[src/rtl/hazard_ctrl.sv]
// hazard_ctrl -- pipeline hazard controller for the 5-stage MIPS core (ID stage).
//
// Detects load-use hazards that EX forwarding cannot cover, flushes IF/ID and
// ID/EX on a taken branch/jump, and sequences the multi-cycle MULT/DIV unit.
// While that unit is busy, any HI/LO consumer in ID is held back.
//
// Optional build macro: HAZARD_STATS_EN adds a saturating 32-bit stall counter
// (StallCnt) that counts every clock on which PCWrite is low.
//
// Ports:
//   clk, rst_n          core clock (rising edge), async active-low reset
//   Rs_ID, Rt_ID        source fields of the instruction in ID
//   UseRt_ID            ID instruction actually reads rt
//   MemRead_EX          EX instruction is a load
//   RegWtaddr_EX        EX destination register
//   BranchTaken_EX      branch/jump in EX resolved taken
//   MulStart_EX         MULT/MULTU in EX this cycle
//   DivStart_EX         DIV/DIVU in EX this cycle
//   MdUse_ID            ID instruction reads HI/LO or is itself an MD op
//   PCWrite, IFIDWrite  PC / IF-ID enables
//   IFIDFlush           clear IF/ID to NOP
//   IDEXFlush           clear ID/EX to NOP (bubble)
//   MdBusy              MD unit occupied
//   MdDone              one-cycle pulse on the final MD cycle
//   MdState             debug view of the MD FSM state (0 IDLE, 1 MUL, 2 DIV)
//   StallCnt            (HAZARD_STATS_EN only) saturating stall-cycle count
//
// No handshakes here: every input is a per-cycle level from the pipeline and
// every output is a per-cycle level consumed by the pipeline registers.

module hazard_ctrl #(
  parameter int MUL_CYCLES = 4,
  parameter int DIV_CYCLES = 32
) (
  input  logic        clk,
  input  logic        rst_n,
  input  logic [4:0]  Rs_ID,
  input  logic [4:0]  Rt_ID,
  input  logic        UseRt_ID,
  input  logic        MemRead_EX,
  input  logic [4:0]  RegWtaddr_EX,
  input  logic        BranchTaken_EX,
  input  logic        MulStart_EX,
  input  logic        DivStart_EX,
  input  logic        MdUse_ID,
  output logic        PCWrite,
  output logic        IFIDWrite,
  output logic        IFIDFlush,
  output logic        IDEXFlush,
  output logic        MdBusy,
  output logic        MdDone,
  output logic [1:0]  MdState
`ifdef HAZARD_STATS_EN
  ,
  output logic [31:0] StallCnt
`endif
);

  localparam int CW = $clog2(DIV_CYCLES) + 1;

  typedef enum logic [1:0] {
    ST_IDLE = 2'd0,
    ST_MUL  = 2'd1,
    ST_DIV  = 2'd2
  } md_state_t;

  md_state_t         r_state;
  md_state_t         w_state_nxt;
  logic [CW-1:0]     r_cnt;
  logic [CW-1:0]     w_cnt_nxt;
  logic              w_lu;
  logic              w_mh;
  logic              w_md_active;

  // State register
  always_ff @(posedge clk or negedge rst_n) begin
    if (!rst_n) begin
      r_state <= ST_IDLE;
      r_cnt   <= '0;
    end else begin
      r_state <= w_state_nxt;
      r_cnt   <= w_cnt_nxt;
    end
  end

  // Next-state logic. The start cycle itself is the first occupied cycle, so
  // the counter loads N-1 and the FSM spends N-1 cycles in MUL/DIV.
  // Starts arriving outside IDLE are ignored (MH keeps them out of EX).
  always_comb begin
    w_state_nxt = r_state;
    w_cnt_nxt   = r_cnt;
    case (r_state)
      ST_IDLE: begin
        if (DivStart_EX) begin
          w_state_nxt = ST_DIV;
          w_cnt_nxt   = CW'(DIV_CYCLES - 1);
        end else if (MulStart_EX) begin
          w_state_nxt = ST_MUL;
          w_cnt_nxt   = CW'(MUL_CYCLES - 1);
        end
      end
      ST_MUL, ST_DIV: begin
        if (r_cnt == CW'(1)) begin
          w_state_nxt = ST_IDLE;
          w_cnt_nxt   = '0;
        end else begin
          w_cnt_nxt   = r_cnt - CW'(1);
        end
      end
      default: begin
        w_state_nxt = ST_IDLE;
        w_cnt_nxt   = '0;
      end
    endcase
  end

  assign w_md_active = (r_state != ST_IDLE);
  assign MdDone      = w_md_active && (r_cnt == CW'(1));
  // Busy also covers the cycle the MD op sits in EX, so an HI/LO consumer
  // directly behind it is held.
  assign MdBusy      = w_md_active || MulStart_EX || DivStart_EX;
  assign MdState     = r_state;

  assign w_lu = MemRead_EX && (RegWtaddr_EX != 5'd0) &&
                ((RegWtaddr_EX == Rs_ID) || (UseRt_ID && (RegWtaddr_EX == Rt_ID)));
  // On the done cycle the result is being written back, so the consumer may go.
  assign w_mh = MdUse_ID && MdBusy && !MdDone;

  // Pipeline control; a taken branch overrides stalls since ID is wrong-path.
  always_comb begin
    PCWrite   = 1'b1;
    IFIDWrite = 1'b1;
    IFIDFlush = 1'b0;
    IDEXFlush = 1'b0;
    if (BranchTaken_EX) begin
      IFIDFlush = 1'b1;
      IDEXFlush = 1'b1;
    end else if (w_lu || w_mh) begin
      PCWrite   = 1'b0;
      IFIDWrite = 1'b0;
      IDEXFlush = 1'b1;
    end
  end

`ifdef HAZARD_STATS_EN
  logic [31:0] r_stall_cnt;

  always_ff @(posedge clk or negedge rst_n) begin
    if (!rst_n) begin
      r_stall_cnt <= '0;
    end else if (!PCWrite && (r_stall_cnt != 32'hFFFF_FFFF)) begin
      r_stall_cnt <= r_stall_cnt + 32'd1;
    end
  end

  assign StallCnt = r_stall_cnt;
`endif

endmodule
[config.mk]
export PLATFORM = sky130hd
export DESIGN_NAME = hazard_ctrl
export DESIGN_NICKNAME = d
export VERILOG_FILES = /design/src/rtl/hazard_ctrl.sv
export SDC_FILE = /design/constraint.sdc
export NUM_CORES = 1
export LEC_CHECK = 0
export CORE_MARGIN = 4
export CORE_UTILIZATION = 36
export CTS_CLUSTER_DIAMETER = 40
export CTS_CLUSTER_SIZE = 20
export DETAILED_ROUTE_END_ITERATION = 8
export PLACE_DENSITY = 0.7
export SKIP_CTS_REPAIR_TIMING = 1
export SLEW_MARGIN = 20
export SYNTH_ARGS = -nofsm -noshare
export SYNTH_HDL_FRONTEND = slang
export SYNTH_SLANG_ARGS = --single-unit
[constraint.sdc]
create_clock -name clk -period 4.9 [get_ports clk]
set_input_delay 0.735 -clock clk [delete_from_list [all_inputs] [get_ports clk]]
set_output_delay 0.735 -clock clk [all_outputs]
set_load 0.03 [all_outputs]
==> summary.txt <==
Critical path
  • Critical path endpoint category: primary output
  • Worst path slowest cell: clkdlybuf4s50_1
  • CP Cell Sequence: clkdlybuf4s50_1 -> or4_1 -> o21ai_1 -> o32a_1 -> clkdlybuf4s50_1
  • Critical path startpoint category: primary input
  • Biggest cell delay along the critical path: 670 ps
  • WP data required: 4160 ps
  • Largest fanout on the critical path: 3
  • Cell repeated most along the worst path: clkdlybuf4s50_1
  • Kind of critical path: primary input to primary output
  • Critical path arrival: around 2800 ps

Power and ir drop
  • Pwr dens: 507 nW/um^2
  • Internal power: approximately 280 uW
  • P_leak: 0.434 nW
  • Net Sw Power: between 200 and 250 uW
  • VDD IR max: 0.000301 V
  • Comb power frac: 63.7%
  • Sequential power share: around a quarter
  • Switching Share: between 40% and 50%
  • Clock share of power: 10.4%
  • Total power: 527 uW

Yosys
  • EDFF count, synth: 0
  • Synth warn: 0
  • Ys flop type: dfrtp_1
  • Seq/Total Area, Yosys: ~28%
  • Asr flop ratio synth: 100%
  • Yosys reg bits: 8
  • Post-Synthesis Cells: 79
  • Unique masters post-synth: 37
  • Mean post-synth cell area: a little over 9 sq um
  • Mapped Area: around 700 sq um
  • Syn_nets: 106

Die
  • Ports: 31
  • Row count: 15
  • Initial Util: approximately two fifths
  • Die width: 52.7 um
  • DIE AREA: 2770 sq um
  • Core Region: ~1800 sq um
  • Die Ht: between 50 and 60 um

GRT
  • Vias in the first global route: 611
  • Largest net degree at the start of global routing: 14
  • Initial antenna violation count: 0
  • First-pass GRT wire length: approximately 3.0 mm
  • Global-route usage over all layers: about 15%
  • GRT Residual Overflow: 0

Timing
  • Final setup viols: 0
  • Fmax: ~0.28 GHz
  • Period Utilization, post-route: between 70 and 80%
  • Hold Fails Final Rpt: 0
  • Final Max Tran Viols: 0
  • Setup_tns: 0 ps
  • Worst Skew: around 4.7 ps
  • Max-slew headroom: between 70% and 80%
  • RSZ-0062 raised after global routing: false
  • Min cycle time layout: ~3500 ps
  • Worst-margin pin slew: just over 400 ps

Drt
  • DR vias/cell: 5.32
  • Wirelength, routed: between 1.5 and 2 mm
  • Per-cell routed wire length: 14.5 um
  • Drc violations: 0
  • DRT Pass-1 Iters: 4
  • DR vias: ~700
  • Antenna Violating Nets Remaining: 0
  • Iter 0 DRT Violations: 18

Final layout
  • Most common cell after layout, fill and taps aside: clkdlybuf4s50_1
  • Share of post-route cells with drive strength above 1: a little under a tenth
  • Layout area overhead: 44.6%
  • Final #Nets: 136
  • Commonest cells after routing, fill and taps aside: 30 x clkdlybuf4s50_1, 9 x xor2_1, 8 x dfrtp_1, 5 x inv_1, 5 x nor2_1
  • Fillers: 172
  • N_diodes: 0

Status
  • Outcome: complete, no violations

CTS
  • CTS buffer count: 3
  • CTS tree: yes
  • CTS H-tree depth: 1
  • CTS Sinks: 8
  • Clk_lat worst skew: roughly 270 ps
  • CTS Buffer Depth: 2
  • Clk slew on worst S/H paths: 50 ps
  • Clk root buf: clkbuf_4

Worst hold path
  • Min-delay worst type: flop to flop

Placed design
  • IO Port Bufs: 30
  • Gpl congestion: 0.793
  • Detail Placement HPWL: between 1.5 and 2 mm

Job
  • Max-cap violations: 0
==> worst max-delay path: cells and delay by family <==
family / cells / cell delay (ps)
buffers and inverters: 2 / 1130
AOI/OAI and AO/OA: 2 / 370
and+or+nand+nor: 1 / 550
==> per-layer routing <==
| metal | up-vias | GRT usage [%] | wire length (um) | part of all wire (%) |
|---|---|---|---|---|
| li1 | 343 | - | - | - |
| met2 | 29 | 21.9 | 925 | 48 |
| met1 | 325 | 19.5 | 815 | 43 |
| met4 | 0 | 8.94 | 48 | 2.5 |
| met3 | 5 | 2.28 | 127 | 6.6 |
| met5 | - | 0 | 0 | 0 |
==> cell families after synthesis <==
family | count (synthesis) | share of synthesized area [%]
buf+inv | 11 | 7.84
fa+ha+maj | 4 | 6.97
simple gates | 25 | 22.1
xor+xnor | 10 | 12.2
compound gates | 21 | 23.0
flops | 8 | 27.9
==> power by group through the flow <==
stage          clock (mW)  sequential, mW  combinational, mW
6_report           0.0549           0.136              0.336
5_1_grt            0.0593           0.142              0.370
2_1_floorplan           0           0.139              0.241
4_1_cts            0.0554           0.135              0.335
3_5_place_dp            0           0.136              0.333
3_3_place_gp            0           0.136              0.324
==> registers in the layout (all words and copies together), names as in the netlist <==
| register | cells |
|---|---|
| MdState | 2 |
| r_cnt | 6 |
==> final cells by class <==
class / instances / area [sq um] / area share, %
Inverter: 6 / 22.5 / 2.17
Sequential cell: 8 / 200 / 19.3
Clock buffer: 3 / 22.5 / 2.17
Tap cell: 25 / 31.3 / 3.01
Timing Repair Buffer: 30 / 300 / 28.9
Multi-Input combinational cell: 60 / 462 / 44.5
==> Yosys cell counts, types with 2 or more instances <==
cell | count | area share [%]
nor3_1 | 3 | 2.1
nor4_1 | 3 | 2.6
dfrtp_1 | 8 | 28
inv_1 | 5 | 2.6
o31ai_1 | 3 | 3.1
nand2_1 | 3 | 1.6
ha_1 | 4 | 7.0
nor2_1 | 5 | 2.6
or3_4 | 2 | 3.1
a211o_1 | 3 | 3.7
nand2b_1 | 2 | 1.7
buf_4 | 2 | 2.1
xor2_1 | 9 | 11
a21oi_1 | 3 | 2.1
clkbuf_1 | 2 | 1.0
==> path summary, 6_finish.rpt <==
path / end / cells after the start / slack (ps) / start
worst max-delay path: PCWrite / 5 / 1370 / RegWtaddr_EX[1]
worst min-delay path: r_cnt[5] / 1 / 520 / r_cnt[5]
worst max register to register: r_cnt[2] / 7 / 3020 / MdState[1]
worst min register to register: r_cnt[5] / 1 / 520 / r_cnt[5]
max in group asynchronous: r_cnt[5] / 1 / 3880 / rst_n
min in group asynchronous: r_cnt[3] / 1 / 750 / rst_n
==> metrics by stage <==
step | area, sq um | hold WS (ps) | setup WS, ps | instances | utilization [%]
after global routing | 1040 | 543 | 1290 | 132 | 57.6
after CTS | 1040 | 521 | 1370 | 132 | 57.6
after global placement | 1020 | 500 | 1400 | 129 | 56.4
after floorplan | 718 | 439 | 1810 | 79 | -
final | 1040 | 520 | 1370 | 132 | 57.6
after detailed placement | 1020 | 506 | 1370 | 129 | 56.4
No activity file was read; power rests on OpenSTA's default activity.
